===== src/rtl/ex_pkg.sv =====
// Shared opcode/funct codes, instruction-type codes and muldiv FSM states for the execute stage.
package ex_pkg;

  localparam logic [1:0] ITYPE_R   = 2'b00;
  localparam logic [1:0] ITYPE_I   = 2'b01;
  localparam logic [1:0] ITYPE_J   = 2'b10;
  localparam logic [1:0] ITYPE_RSV = 2'b11;

  localparam logic [5:0] OPC_ADDI = 6'h08;
  localparam logic [5:0] OPC_SLTI = 6'h0A;
  localparam logic [5:0] OPC_ANDI = 6'h0C;
  localparam logic [5:0] OPC_ORI  = 6'h0D;
  localparam logic [5:0] OPC_LW   = 6'h23;
  localparam logic [5:0] OPC_SW   = 6'h2B;

  localparam logic [5:0] FN_SLL  = 6'h00;
  localparam logic [5:0] FN_SRL  = 6'h02;
  localparam logic [5:0] FN_SRA  = 6'h03;
  localparam logic [5:0] FN_MFHI = 6'h10;
  localparam logic [5:0] FN_MFLO = 6'h12;
  localparam logic [5:0] FN_MULT = 6'h18;
  localparam logic [5:0] FN_DIVU = 6'h1B;
  localparam logic [5:0] FN_ADD  = 6'h20;
  localparam logic [5:0] FN_SUB  = 6'h22;
  localparam logic [5:0] FN_AND  = 6'h24;
  localparam logic [5:0] FN_OR   = 6'h25;
  localparam logic [5:0] FN_XOR  = 6'h26;
  localparam logic [5:0] FN_NOR  = 6'h27;
  localparam logic [5:0] FN_SLT  = 6'h2A;

  typedef enum logic [0:0] {
    StIdle = 1'b0,
    StBusy = 1'b1
  } md_state_e;

endpackage


===== src/rtl/ex_muldiv.sv =====
// Iterative signed multiply (shift-add) and unsigned restoring divide, one bit per cycle.
// HI/LO update on the last busy cycle; instantiated only when MULDIV_EN is defined.
module ex_muldiv
  import ex_pkg::*;
#(
  parameter int unsigned DATA_W = 32
) (
  input  logic              clk_i,
  input  logic              rst_i,
  input  logic              start_i,
  input  logic              is_div_i,
  input  logic [DATA_W-1:0] a_i,
  input  logic [DATA_W-1:0] b_i,
  output logic              busy_o,
  output logic [DATA_W-1:0] hi_o,
  output logic [DATA_W-1:0] lo_o
);

  localparam int unsigned     CntW    = $clog2(DATA_W);
  localparam logic [CntW-1:0] CntLast = CntW'(DATA_W - 1);

  md_state_e             state_q;
  logic [CntW-1:0]       cnt_q;
  logic                  is_div_q;
  logic [2*DATA_W-1:0]   acc_q;
  logic [2*DATA_W-1:0]   mcand_q;
  logic [DATA_W-1:0]     mplier_q;
  logic [DATA_W-1:0]     hi_q;
  logic [DATA_W-1:0]     lo_q;

  logic [2*DATA_W-1:0]   acc_step;
  logic [DATA_W:0]       rem_sh;
  logic [DATA_W:0]       rem_sub;
  logic [DATA_W-1:0]     quot_sh;

  // Divide keeps {remainder, quotient} in acc_q; a zero divisor naturally yields all-ones / dividend.
  always_comb begin
    rem_sh   = {acc_q[2*DATA_W-1:DATA_W], acc_q[DATA_W-1]};
    rem_sub  = rem_sh - {1'b0, mcand_q[DATA_W-1:0]};
    quot_sh  = {acc_q[DATA_W-2:0], 1'b0};
    acc_step = acc_q;
    if (is_div_q) begin
      if (rem_sh >= {1'b0, mcand_q[DATA_W-1:0]}) begin
        acc_step = {rem_sub[DATA_W-1:0], quot_sh[DATA_W-1:1], 1'b1};
      end else begin
        acc_step = {rem_sh[DATA_W-1:0], quot_sh};
      end
    end else if (mplier_q[0]) begin
      // The multiplier's sign bit carries negative weight in two's complement.
      acc_step = (cnt_q == CntLast) ? acc_q - mcand_q : acc_q + mcand_q;
    end
  end

  always_ff @(posedge clk_i or posedge rst_i) begin
    if (rst_i) begin
      state_q  <= StIdle;
      cnt_q    <= '0;
      is_div_q <= 1'b0;
      acc_q    <= '0;
      mcand_q  <= '0;
      mplier_q <= '0;
      hi_q     <= '0;
      lo_q     <= '0;
    end else begin
      unique case (state_q)
        StIdle: begin
          if (start_i) begin
            state_q  <= StBusy;
            cnt_q    <= '0;
            is_div_q <= is_div_i;
            mplier_q <= b_i;
            if (is_div_i) begin
              acc_q   <= {{DATA_W{1'b0}}, a_i};
              mcand_q <= {{DATA_W{1'b0}}, b_i};
            end else begin
              acc_q   <= '0;
              mcand_q <= {{DATA_W{a_i[DATA_W-1]}}, a_i};
            end
          end
        end
        StBusy: begin
          acc_q    <= acc_step;
          mplier_q <= mplier_q >> 1;
          cnt_q    <= cnt_q + CntW'(1);
          if (!is_div_q) begin
            mcand_q <= mcand_q << 1;
          end
          if (cnt_q == CntLast) begin
            state_q <= StIdle;
            hi_q    <= acc_step[2*DATA_W-1:DATA_W];
            lo_q    <= acc_step[DATA_W-1:0];
          end
        end
        default: state_q <= StIdle;
      endcase
    end
  end

  assign busy_o = (state_q == StBusy);
  assign hi_o   = hi_q;
  assign lo_o   = lo_q;

endmodule


===== src/rtl/ex_stage.sv =====
// MIPS-32 execute stage: immediate extension, ALU, control decode and the EX/MEM register.
// Define MULDIV_EN to build the iterative MULT/DIVU unit; otherwise those ops are NOPs.
module ex_stage
  import ex_pkg::*;
#(
  parameter int unsigned DATA_W     = 32,
  parameter int unsigned IMM_W      = 15,
  parameter int unsigned REG_ADDR_W = 5
) (
  input  logic                  clk_i,
  input  logic                  rst_i,
  input  logic                  in_valid_i,
  input  logic [5:0]            opcode_i,
  input  logic [REG_ADDR_W-1:0] rs_i,
  input  logic [REG_ADDR_W-1:0] rt_i,
  input  logic [REG_ADDR_W-1:0] rd_i,
  input  logic [4:0]            sa_i,
  input  logic [5:0]            funct_i,
  input  logic [IMM_W-1:0]      imm_i,
  input  logic [1:0]            instr_type_i,
  input  logic [DATA_W-1:0]     rs_val_i,
  input  logic [DATA_W-1:0]     rt_val_i,
  input  logic                  flush_i,
  output logic                  stall_o,
  output logic                  out_valid_o,
  output logic [DATA_W-1:0]     alu_result_o,
  output logic [DATA_W-1:0]     store_data_o,
  output logic [REG_ADDR_W-1:0] dest_reg_o,
  output logic                  reg_write_o,
  output logic                  mem_read_o,
  output logic                  mem_write_o,
  output logic                  overflow_o
);

  logic                  accept, md_start, md_busy, is_md;
  logic [DATA_W-1:0]     hi, lo;
  logic [DATA_W-1:0]     imm_sx, imm_zx, sum_rr, dif_rr, sum_ri;
  logic                  ovf_add, ovf_sub, ovf_addi, slt_rr, slt_ri;
  logic [DATA_W-1:0]     res_d, sd_d;
  logic [REG_ADDR_W-1:0] dest_d;
  logic                  rw_d, mr_d, mw_d, ovf_d;

  logic                  valid_q, rw_q, mr_q, mw_q, ovf_q;
  logic [DATA_W-1:0]     res_q, sd_q;
  logic [REG_ADDR_W-1:0] dest_q;

  // Operands arrive as values; the rs index itself is not needed here.
  logic unused_rs;
  assign unused_rs = ^rs_i;

  assign imm_sx   = {{(DATA_W-IMM_W){imm_i[IMM_W-1]}}, imm_i};
  assign imm_zx   = {{(DATA_W-IMM_W){1'b0}}, imm_i};
  assign sum_rr   = rs_val_i + rt_val_i;
  assign dif_rr   = rs_val_i - rt_val_i;
  assign sum_ri   = rs_val_i + imm_sx;
  assign ovf_add  = (rs_val_i[DATA_W-1] == rt_val_i[DATA_W-1]) &&
                    (sum_rr[DATA_W-1] != rs_val_i[DATA_W-1]);
  assign ovf_sub  = (rs_val_i[DATA_W-1] != rt_val_i[DATA_W-1]) &&
                    (dif_rr[DATA_W-1] != rs_val_i[DATA_W-1]);
  assign ovf_addi = (rs_val_i[DATA_W-1] == imm_sx[DATA_W-1]) &&
                    (sum_ri[DATA_W-1] != rs_val_i[DATA_W-1]);
  assign slt_rr   = $signed(rs_val_i) < $signed(rt_val_i);
  assign slt_ri   = $signed(rs_val_i) < $signed(imm_sx);

  always_comb begin
    res_d  = '0;
    sd_d   = '0;
    dest_d = '0;
    rw_d   = 1'b0;
    mr_d   = 1'b0;
    mw_d   = 1'b0;
    ovf_d  = 1'b0;
    is_md  = 1'b0;
    unique case (instr_type_i)
      ITYPE_R: begin
        dest_d = rd_i;
        unique case (funct_i)
          FN_ADD:  begin res_d = sum_rr; ovf_d = ovf_add; rw_d = !ovf_add; end
          FN_SUB:  begin res_d = dif_rr; ovf_d = ovf_sub; rw_d = !ovf_sub; end
          FN_AND:  begin res_d = rs_val_i & rt_val_i;    rw_d = 1'b1; end
          FN_OR:   begin res_d = rs_val_i | rt_val_i;    rw_d = 1'b1; end
          FN_XOR:  begin res_d = rs_val_i ^ rt_val_i;    rw_d = 1'b1; end
          FN_NOR:  begin res_d = ~(rs_val_i | rt_val_i); rw_d = 1'b1; end
          FN_SLT:  begin res_d = {{(DATA_W-1){1'b0}}, slt_rr}; rw_d = 1'b1; end
          FN_SLL:  begin res_d = rt_val_i << sa_i;  rw_d = 1'b1; end
          FN_SRL:  begin res_d = rt_val_i >> sa_i;  rw_d = 1'b1; end
          FN_SRA:  begin res_d = $signed(rt_val_i) >>> sa_i; rw_d = 1'b1; end
          FN_MFHI: begin res_d = hi; rw_d = 1'b1; end
          FN_MFLO: begin res_d = lo; rw_d = 1'b1; end
          FN_MULT, FN_DIVU: is_md = 1'b1;
          default: ;
        endcase
      end
      ITYPE_I: begin
        dest_d = rt_i;
        unique case (opcode_i)
          OPC_ADDI: begin res_d = sum_ri; ovf_d = ovf_addi; rw_d = !ovf_addi; end
          OPC_SLTI: begin res_d = {{(DATA_W-1){1'b0}}, slt_ri}; rw_d = 1'b1; end
          OPC_ANDI: begin res_d = rs_val_i & imm_zx; rw_d = 1'b1; end
          OPC_ORI:  begin res_d = rs_val_i | imm_zx; rw_d = 1'b1; end
          OPC_LW:   begin res_d = sum_ri; mr_d = 1'b1; rw_d = 1'b1; end
          OPC_SW:   begin res_d = sum_ri; sd_d = rt_val_i; mw_d = 1'b1; end
          default: ;
        endcase
      end
      ITYPE_J, ITYPE_RSV: ;
    endcase
    if (dest_d == '0) begin
      rw_d = 1'b0;
    end
  end

  assign accept   = in_valid_i && !stall_o;
  assign md_start = accept && !flush_i && is_md;

`ifdef MULDIV_EN
  ex_muldiv #(
    .DATA_W(DATA_W)
  ) u_muldiv (
    .clk_i   (clk_i),
    .rst_i   (rst_i),
    .start_i (md_start),
    .is_div_i(funct_i == FN_DIVU),
    .a_i     (rs_val_i),
    .b_i     (rt_val_i),
    .busy_o  (md_busy),
    .hi_o    (hi),
    .lo_o    (lo)
  );
  assign stall_o = md_busy;
`else
  logic unused_md;
  assign unused_md = md_start;
  assign md_busy   = 1'b0;
  assign hi        = '0;
  assign lo        = '0;
  assign stall_o   = md_busy;
`endif

  always_ff @(posedge clk_i or posedge rst_i) begin
    if (rst_i) begin
      valid_q <= 1'b0;
      res_q   <= '0;
      sd_q    <= '0;
      dest_q  <= '0;
      rw_q    <= 1'b0;
      mr_q    <= 1'b0;
      mw_q    <= 1'b0;
      ovf_q   <= 1'b0;
    end else if (accept && !flush_i) begin
      valid_q <= 1'b1;
      res_q   <= res_d;
      sd_q    <= sd_d;
      dest_q  <= dest_d;
      rw_q    <= rw_d;
      mr_q    <= mr_d;
      mw_q    <= mw_d;
      ovf_q   <= ovf_d;
    end else begin
      valid_q <= 1'b0;
      res_q   <= '0;
      sd_q    <= '0;
      dest_q  <= '0;
      rw_q    <= 1'b0;
      mr_q    <= 1'b0;
      mw_q    <= 1'b0;
      ovf_q   <= 1'b0;
    end
  end

  assign out_valid_o  = valid_q;
  assign alu_result_o = res_q;
  assign store_data_o = sd_q;
  assign dest_reg_o   = dest_q;
  assign reg_write_o  = rw_q;
  assign mem_read_o   = mr_q;
  assign mem_write_o  = mw_q;
  assign overflow_o   = ovf_q;

endmodule


===== config.mk =====
export PLATFORM = sky130hd
export DESIGN_NAME = ex_stage
export DESIGN_NICKNAME = d
export VERILOG_FILES = /design/src/rtl/ex_pkg.sv /design/src/rtl/ex_muldiv.sv /design/src/rtl/ex_stage.sv
export SDC_FILE = /design/constraint.sdc
export NUM_CORES = 1
export LEC_CHECK = 0
export ABC_AREA = 1
export CORE_MARGIN = 1.5
export CORE_UTILIZATION = 40
export CTS_CLUSTER_SIZE = 8
export DETAILED_ROUTE_END_ITERATION = 7
export GPL_TIMING_DRIVEN = 1
export PLACE_DENSITY = 0.58
export SLEW_MARGIN = 20
export SYNTH_ARGS = -nofsm -noshare
export SYNTH_HDL_FRONTEND = slang
export SYNTH_SLANG_ARGS = --single-unit

===== constraint.sdc =====
create_clock -name clk_i -period 5.9 [get_ports clk_i]
set_input_delay 0.59 -clock clk_i [delete_from_list [all_inputs] [get_ports clk_i]]
set_output_delay 0.59 -clock clk_i [all_outputs]
set_load 0.05 [all_outputs]

==> summary.txt, run 1 <==
Timing
  • Relative slew slack: 24.0%
  • Finish-stage setup viols: 0
  • Max Freq: 258 MHz
  • Fin crit period: 3.88 ns
  • Fin. max-slew vios: 0
  • Setup WS post-layout: 2.02 ns
  • Endpoints failing hold: 0
  • RSZ-0062 raised after global routing: no
  • Setup tns final: 0 ns
  • Slew at the pin closest to its max-slew limit: 1.14 ns
  • Final period util: 65.8%

Synth
  • Synth Area in Compound Gates: 16.4%
  • Flops & latches, synth: 74
  • Synth unique cells: 58
  • Largest family of logic cells by synthesized area: simple AND/OR/NAND/NOR gates
  • Syn Inst Count: 2979
  • Async SR Flop Fraction: 100%
  • Syn. warnings: 0
  • Mapped Nets: 3283
  • Netlist Area Pre-Place: 16400 µm²
  • Sequential area share after synthesis: 11.3%
  • Adder-Cell Fraction of Synth Area: 14.4%
  • Most used DFF post-synth: dfrtp_1
  • Post-Synth XOR/XNOR Area: 0.267%
  • Simple-Gate Fraction of Synth Area: 45.0%
  • Post-synth EDFFs: 0
  • Syn avg cell area: 5.51 µm²
  • Mux share of post-synthesis cell area: 0.122%

Global route
  • Antenna violations before repair: 4
  • First-pass GRT wire length: 122 mm
  • Overflow after GRT: 0
  • Largest net degree at the start of global routing: 62
  • Total track usage: 39.2%
  • Vias in the first global route: 19.7k

Placement
  • Setup WS pre-CTS: 1.83 ns
  • GPL Wtd Cong: 1.09
  • Hpwl dp: 69.2 mm
  • Placed instance area: 18500 µm²
  • Port buffer count: 185

Critical path
  • Crit path DAT: 4.15 ns
  • Worst Path Required: 6.17 ns
  • Critical Path Most Common Cell: nand3_1
  • Crit path max-delay family: simple AND/OR/NAND/NOR gates
  • Startpoint types: input pin
  • Crit end category: flip-flop
  • Stages on worst setup path: 14
  • Buf/Inv on CP: 3
  • CP cell instances: clkdlybuf4s50_1 > inv_1 > ha_1 > a21oi_1 > o21ai_0 > inv_1 > nand2_1 > nand3_1 > nand3_1 > nand2_1 > nand3_1 > nand3_1 > nand2_1 > a21oi_1
  • CP Class: input pin to flip-flop
  • CP Max Fanout: 8
  • CP max-delay cell: o21ai_0
  • CP peak stage delay: 0.76 ns

Detailed routing
  • DR vias: 21.1k
  • Initial drt markers: 2561
  • Final ANT Viol Nets: 0
  • # DRC: 0
  • DRT Wirelength: 83.5 mm
  • Vias per cell: 5.82
  • Routed WL per cell: 23.0 µm
  • Drt first pass iters: 6

Pwr
  • Pwr dens: 132 nW/µm²
  • Leakage: 0.00976 µW
  • Peak supply drop: 0.000132 V

CTS
  • Longest Clk Path Bufs: 2
  • CTS Hold Bufs: 0
  • Clock sink total: 74
  • Setup bufs post-CTS: 0
  • Root buf cell: clkbuf_16
  • CTS tree: built
  • CTS Buf Count: 9
  • H-tree depth: 3
  • Post-CTS sizing: 0
  • Clk slew on worst S/H paths: 0.07 ns

Final layout
  • Post-layout util: 46.3%
  • Layout net count: 3395
  • Area growth, synth to finish: 14.7%
  • Fraction of layout cells with a size suffix above 1: 3.29%
  • Final instance area: 18800 µm²

Flow run
  • Maxcap violations: 0

Run status
  • Status: completed

Floorplan
  • Die Y: 206 µm
  • Rows: 74
  • I/O Pins: 192
  • Core Box Area: 40600 µm²
  • Total die area: 42300 µm²
  • Starting Density: 40.4%
  • Die W: 206 µm

Hold path
  • Min-delay worst type: input pin to asynchronous set/reset pin
[layout make-up]
class	count	area [µm²]
antenna	1	2.50
clock buffer	9	225
tap	532	666
inverter	375	1420
sequential	74	1850
clock inverter	7	83.8
multi-input combinational	2415	12500
timing repair buffer	216	2070
fill	4504	21800
[synthesized netlist by cell type (5+ instances only)]
library cell	n	area, µm²
dfrtp_1	74	1850
ha_1	184	2300
o22ai_1	14	87.6
nand3b_1	5	37.5
or2_2	7	43.8
clkbuf_1	27	101
a221oi_1	7	61.3
nand2_1	967	3630
nand3_1	361	1810
nand2_2	5	31.3
o21ai_0	155	776
inv_1	360	1350
buf_6	9	101
o221ai_1	7	61.3
nor2_2	7	43.8
and2_1	21	131
nand4_1	41	257
o21bai_1	24	180
o21ai_1	25	125
nor2_4	6	67.6
buf_2	51	255
buf_4	20	150
a21oi_1	192	961
nor2_1	260	976
nor4_1	5	31.3
nor3_1	49	245
inv_2	9	33.8
o21a_1	7	52.6
o211ai_1	20	150
[worst max-delay path by stage]
| stage | slack, ns | start | end |
|---|---|---|---|
| CTS | 2.25 | rt_val_i[12] | alu_result_o[23] |
| finish | 2.02 | rs_val_i[5] | alu_result_o[24] |
| global route | 1.94 | rt_val_i[12] | overflow_o |
| floorplan | 3.39 | imm_i[14] | alu_result_o[18] |
| detailed placement | 1.83 | rt_val_i[12] | alu_result_o[23] |
| global placement | 1.81 | rt_val_i[12] | alu_result_o[23] |
[logic make-up after synthesis]
logic type / after synthesis
simple gates: 1742
buf+inv: 490
compound gates: 478
fa+ha+maj: 187
flops: 74
xor+xnor: 5
mux: 2
other cells: 1
[cells in the final DEF, fill, tap and decap left out, drive strengths merged, types with 7 or more instances in the layout]
| master | synthesis | final |
|---|---|---|
| dfrtp | 74 | 74 |
| and2 | 22 | 22 |
| o21ai | 184 | 184 |
| nor2 | 274 | 274 |
| nand3 | 361 | 361 |
| nor3 | 51 | 51 |
| buf | 84 | 33 |
| o221ai | 7 | 7 |
| o22ai | 14 | 14 |
| nand2 | 973 | 973 |
| clkdlybuf4s50 | 0 | 183 |
| o21bai | 24 | 24 |
| or2 | 9 | 9 |
| o21a | 7 | 7 |
| o211ai | 20 | 20 |
| nand4 | 41 | 41 |
| clkbuf | 31 | 9 |
| a21oi | 196 | 196 |
| ha | 184 | 184 |
| a221oi | 7 | 7 |
| inv | 372 | 375 |
[sequential cells by signal (all words and copies together), names as in the netlist]
| register | cells |
|---|---|
| store_data_o | 32 |
| mem_write_o | 1 |
| mem_read_o | 1 |
| reg_write_o | 1 |
| dest_reg_o | 5 |
| overflow_o | 1 |
| out_valid_o | 1 |
| alu_result_o | 32 |
[report_power, final]
group / leakage, µW / total [µW] / switching (µW) / internal, µW
sequential: 0.00103 / 512 / 1.06 / 511
clock: 0.000149 / 620 / 285 / 335
combinational: 0.00858 / 1350 / 958 / 391
total: 0.00976 / 2480 / 1240 / 1240
[per-layer routing]
layer	vias to the layer above	part of all wire (%)	track usage (%)
li1	9920	-	-
met1	9763	43	53.2
met2	1216	41	57.8
met3	203	11	9.19
met4	6	5.0	18.6
met5	-	0.13	1.31
[through the flow]
step                      hold slack, ns  std cells  total power, µW
after global routing               0.487       3628             2620
final                              0.455       3629             2480
after global placement             0.875       3612             1810
after floorplan                    0.689       2979             1340
after CTS                          0.456       3628             2450
after detailed placement           0.883       3612             1820
(Power assumes the default switching activity.)
==> run 2: changes to the inputs <==
--- a/config.mk
+++ b/config.mk
@@ -11,7 +11,7 @@
 export CTS_CLUSTER_SIZE = 8
 export DETAILED_ROUTE_END_ITERATION = 7
 export GPL_TIMING_DRIVEN = 1
-export PLACE_DENSITY = 0.58
+export PLACE_DENSITY = 0.61
 export SLEW_MARGIN = 20
 export SYNTH_ARGS = -nofsm -noshare
 export SYNTH_HDL_FRONTEND = slang
==> constraint.sdc (replaced) <==
create_clock -name clk_i -period 3.4 [get_ports clk_i]
set_input_delay 0.34 -clock clk_i [delete_from_list [all_inputs] [get_ports clk_i]]
set_output_delay 0.34 -clock clk_i [all_outputs]
set_load 0.05 [all_outputs]
==> run 2 against run 1 <==
Hold slack got worse by 0.13 ns. Design area up 11%. Clock-buffer cell count unchanged. Largest cell class unchanged. Non-clock buffer count increased by 268. Sequential share of layout area is 0.98 points lower.
==> summary.txt, run 2 (same netlist as run 1, synthesis figures left out) <==
Detailed routing
  • DRT Wirelength: 90.3 mm (+8.2%)
  • Met3 WL post-DR: 10.9 mm (+22%)
  • Top layer in use: met4
  • Met2 Wirelength: 37.0 mm (+7.0%)
  • Drt first pass iters: 7 (+1)
  • DR vias: 22.6k (+7.1%)
  • Initial drt markers: 2882 (+13%)
  • Routed WL per cell: 23.2 µm (+0.72%)
  • Final ANT Viol Nets: 0 (unchanged)
  • # DRC: 0 (unchanged)
  • Metal-1 WL: 36.8 mm (+3.2%)
  • Vias per cell: 5.80 (-0.31%)

Critical path
  • CP peak stage delay: 0.47 ns (-0.29 ns)
  • CP cell instances: clkdlybuf4s50_1 > inv_1 > ha_1 > inv_1 > a21oi_1 > nand2_1 > nand2_1 > nand2_1 > nand2_1 > nand3_1 > nand2_1 > nand2_1 > o21ai_0 > o21ai_0 > buf_4 > a21oi_1
  • Startpoint types: input pin
  • CP Class: input pin to flip-flop
  • Worst Path Required: 3.71 ns (-2.46 ns)
  • Crit path DAT: 3.31 ns (-0.84 ns)
  • CP Max Fanout: 9 (+1)
  • CP max-delay cell: clkdlybuf4s50_1
  • Critical Path Most Common Cell: nand2_1
  • Crit end category: flip-flop

CTS
  • Clk slew on worst S/H paths: 0.07 ns (about the same)
  • CTS Hold Bufs: 0 (unchanged)
  • Longest Clk Path Bufs: 2 (unchanged)
  • CTS tree: built
  • Clock sink total: 74 (unchanged)
  • Root buf cell: clkbuf_16
  • Post-CTS sizing: 0 (unchanged)
  • H-tree depth: 3 (unchanged)
  • CTS Buf Count: 9 (unchanged)
  • Setup bufs post-CTS: 0 (unchanged)

Timing
  • Endpoints failing hold: 0 (unchanged)
  • Relative slew slack: 57.1% (+33 points)
  • Finish-stage setup viols: 0 (unchanged)
  • Setup tns final: 0 ns (unchanged)
  • RSZ-0062 raised after global routing: no
  • Slew at the pin closest to its max-slew limit: 0.642 ns (-0.498 ns)
  • Fin crit period: 3.00 ns
  • Final period util: 88.2%
  • Max Freq: 333 MHz
  • Setup WS post-layout: 0.401 ns (-1.62 ns)
  • Fin. max-slew vios: 0 (unchanged)

Hold path
  • Min-delay worst type: input pin to asynchronous set/reset pin

Pwr
  • Peak supply drop: 0.000270 V (+100%)
  • Pint: 2380 µW (+92%)
  • Overall power: 4610 µW (+86%)
  • Combinational share of power: 57.7% (+3.3 points)
  • Clk pwr share: 23.0% (-2.0 points)
  • Sw frac: 48.4% (-1.7 points)
  • Net Sw Power: 2230 µW (+79%)
  • Pwr dens: 221 nW/µm² (+67%)
  • Leakage: 0.0110 µW (+13%)
  • Sequential share of power: 19.3% (-1.3 points)

Global route
  • Overflow after GRT: 0 (unchanged)
  • First-pass GRT wire length: 132 mm (+7.5%)
  • Vias in the first global route: 21.0k (+6.9%)
  • Total track usage: 42.4% (+3.3 points)
  • Antenna violations before repair: 2 (-2)
  • Largest net degree at the start of global routing: 41 (-34%)

Floorplan
  • Rows: 74 (unchanged)
  • I/O Pins: 192 (unchanged)
  • Total die area: 42300 µm² (unchanged)
  • Starting Density: 40.4% (unchanged)
  • Die Y: 206 µm (unchanged)
  • Core Box Area: 40600 µm² (unchanged)
  • Die W: 206 µm (unchanged)

Flow run
  • Maxcap violations: 0 (unchanged)

Final layout
  • Most common cell after layout, fill and taps aside: nand2_1
  • Area growth, synth to finish: 27.3%
  • Leading cell types in the layout, fill and taps excluded: 967 x nand2_1, 361 x nand3_1, 359 x inv_1
  • Fraction of layout cells with a size suffix above 1: 11.0% (+7.7 points)
  • Layout net count: 3663 (+7.9%)

Placement
  • Setup WS pre-CTS: 0.131 ns (-1.70 ns)
  • Hpwl dp: 75.9 mm (+9.7%)
  • GPL Wtd Cong: 1.08 (-0.26%)
  • Port buffer count: 185 (unchanged)

Run status
  • Status: completed
## run 2: cell type report
cell class / count / area, µm²
Antenna cell: 1 / 2.50
Clock buffer: 9 / 225
Clock inverter: 7 / 82.6
Fill cell: 4338 / 19800
Inverter: 375 / 1420
Multi-Input combinational cell: 2415 / 12500
Sequential cell: 74 / 1850
Tap cell: 532 / 666
Timing Repair Buffer: 484 / 4150
## run 2: final timing paths
kind,startpoint,end
worst max-delay path,rs_val_i[3],alu_result_o[14]
worst min-delay path,rst_i,store_data_o[17]
max in group asynchronous,rst_i,store_data_o[6]
min in group clk_i,in_valid_i,out_valid_o
## run 2: critical path, delay by kind of cell
family                     cells  cell delay (ns)
AOI/OAI and AO/OA              4             0.74
adders and majority gates      1             0.47
buffers and inverters          4             0.84
and+or+nand+nor                7             0.92
## run 2: stage by stage
| step | hold slack (ns) | std cells | cell area (µm²) | util, % |
|---|---|---|---|---|
| 5_1_grt | 0.394 | 3896 | 20900 | 51.4 |
| 6_report | 0.327 | 3897 | 20900 | 51.4 |
| 2_1_floorplan | 0.439 | 2979 | 16400 | - |
| 3_5_place_dp | 0.750 | 3880 | 20600 | 50.6 |
| 3_3_place_gp | 0.750 | 3880 | 20600 | 50.6 |
| 4_1_cts | 0.342 | 3896 | 20900 | 51.4 |
## run 2: power by group through the flow
stage | clock network, µW | logic (µW) | registers, µW
after floorplan | 0 | 1400 | 928
after global placement | 0 | 2530 | 905
after detailed placement | 0 | 2550 | 905
after CTS | 1080 | 2570 | 888
after global routing | 1110 | 2860 | 888
final | 1060 | 2660 | 888
## run 2: per-layer routing
metal | GRT usage [%] | vias up
li1 | - | 10428
met1 | 56.5 | 10446
met2 | 62.7 | 1450
met3 | 10.1 | 273
met4 | 23.2 | 0
met5 | 0 | -
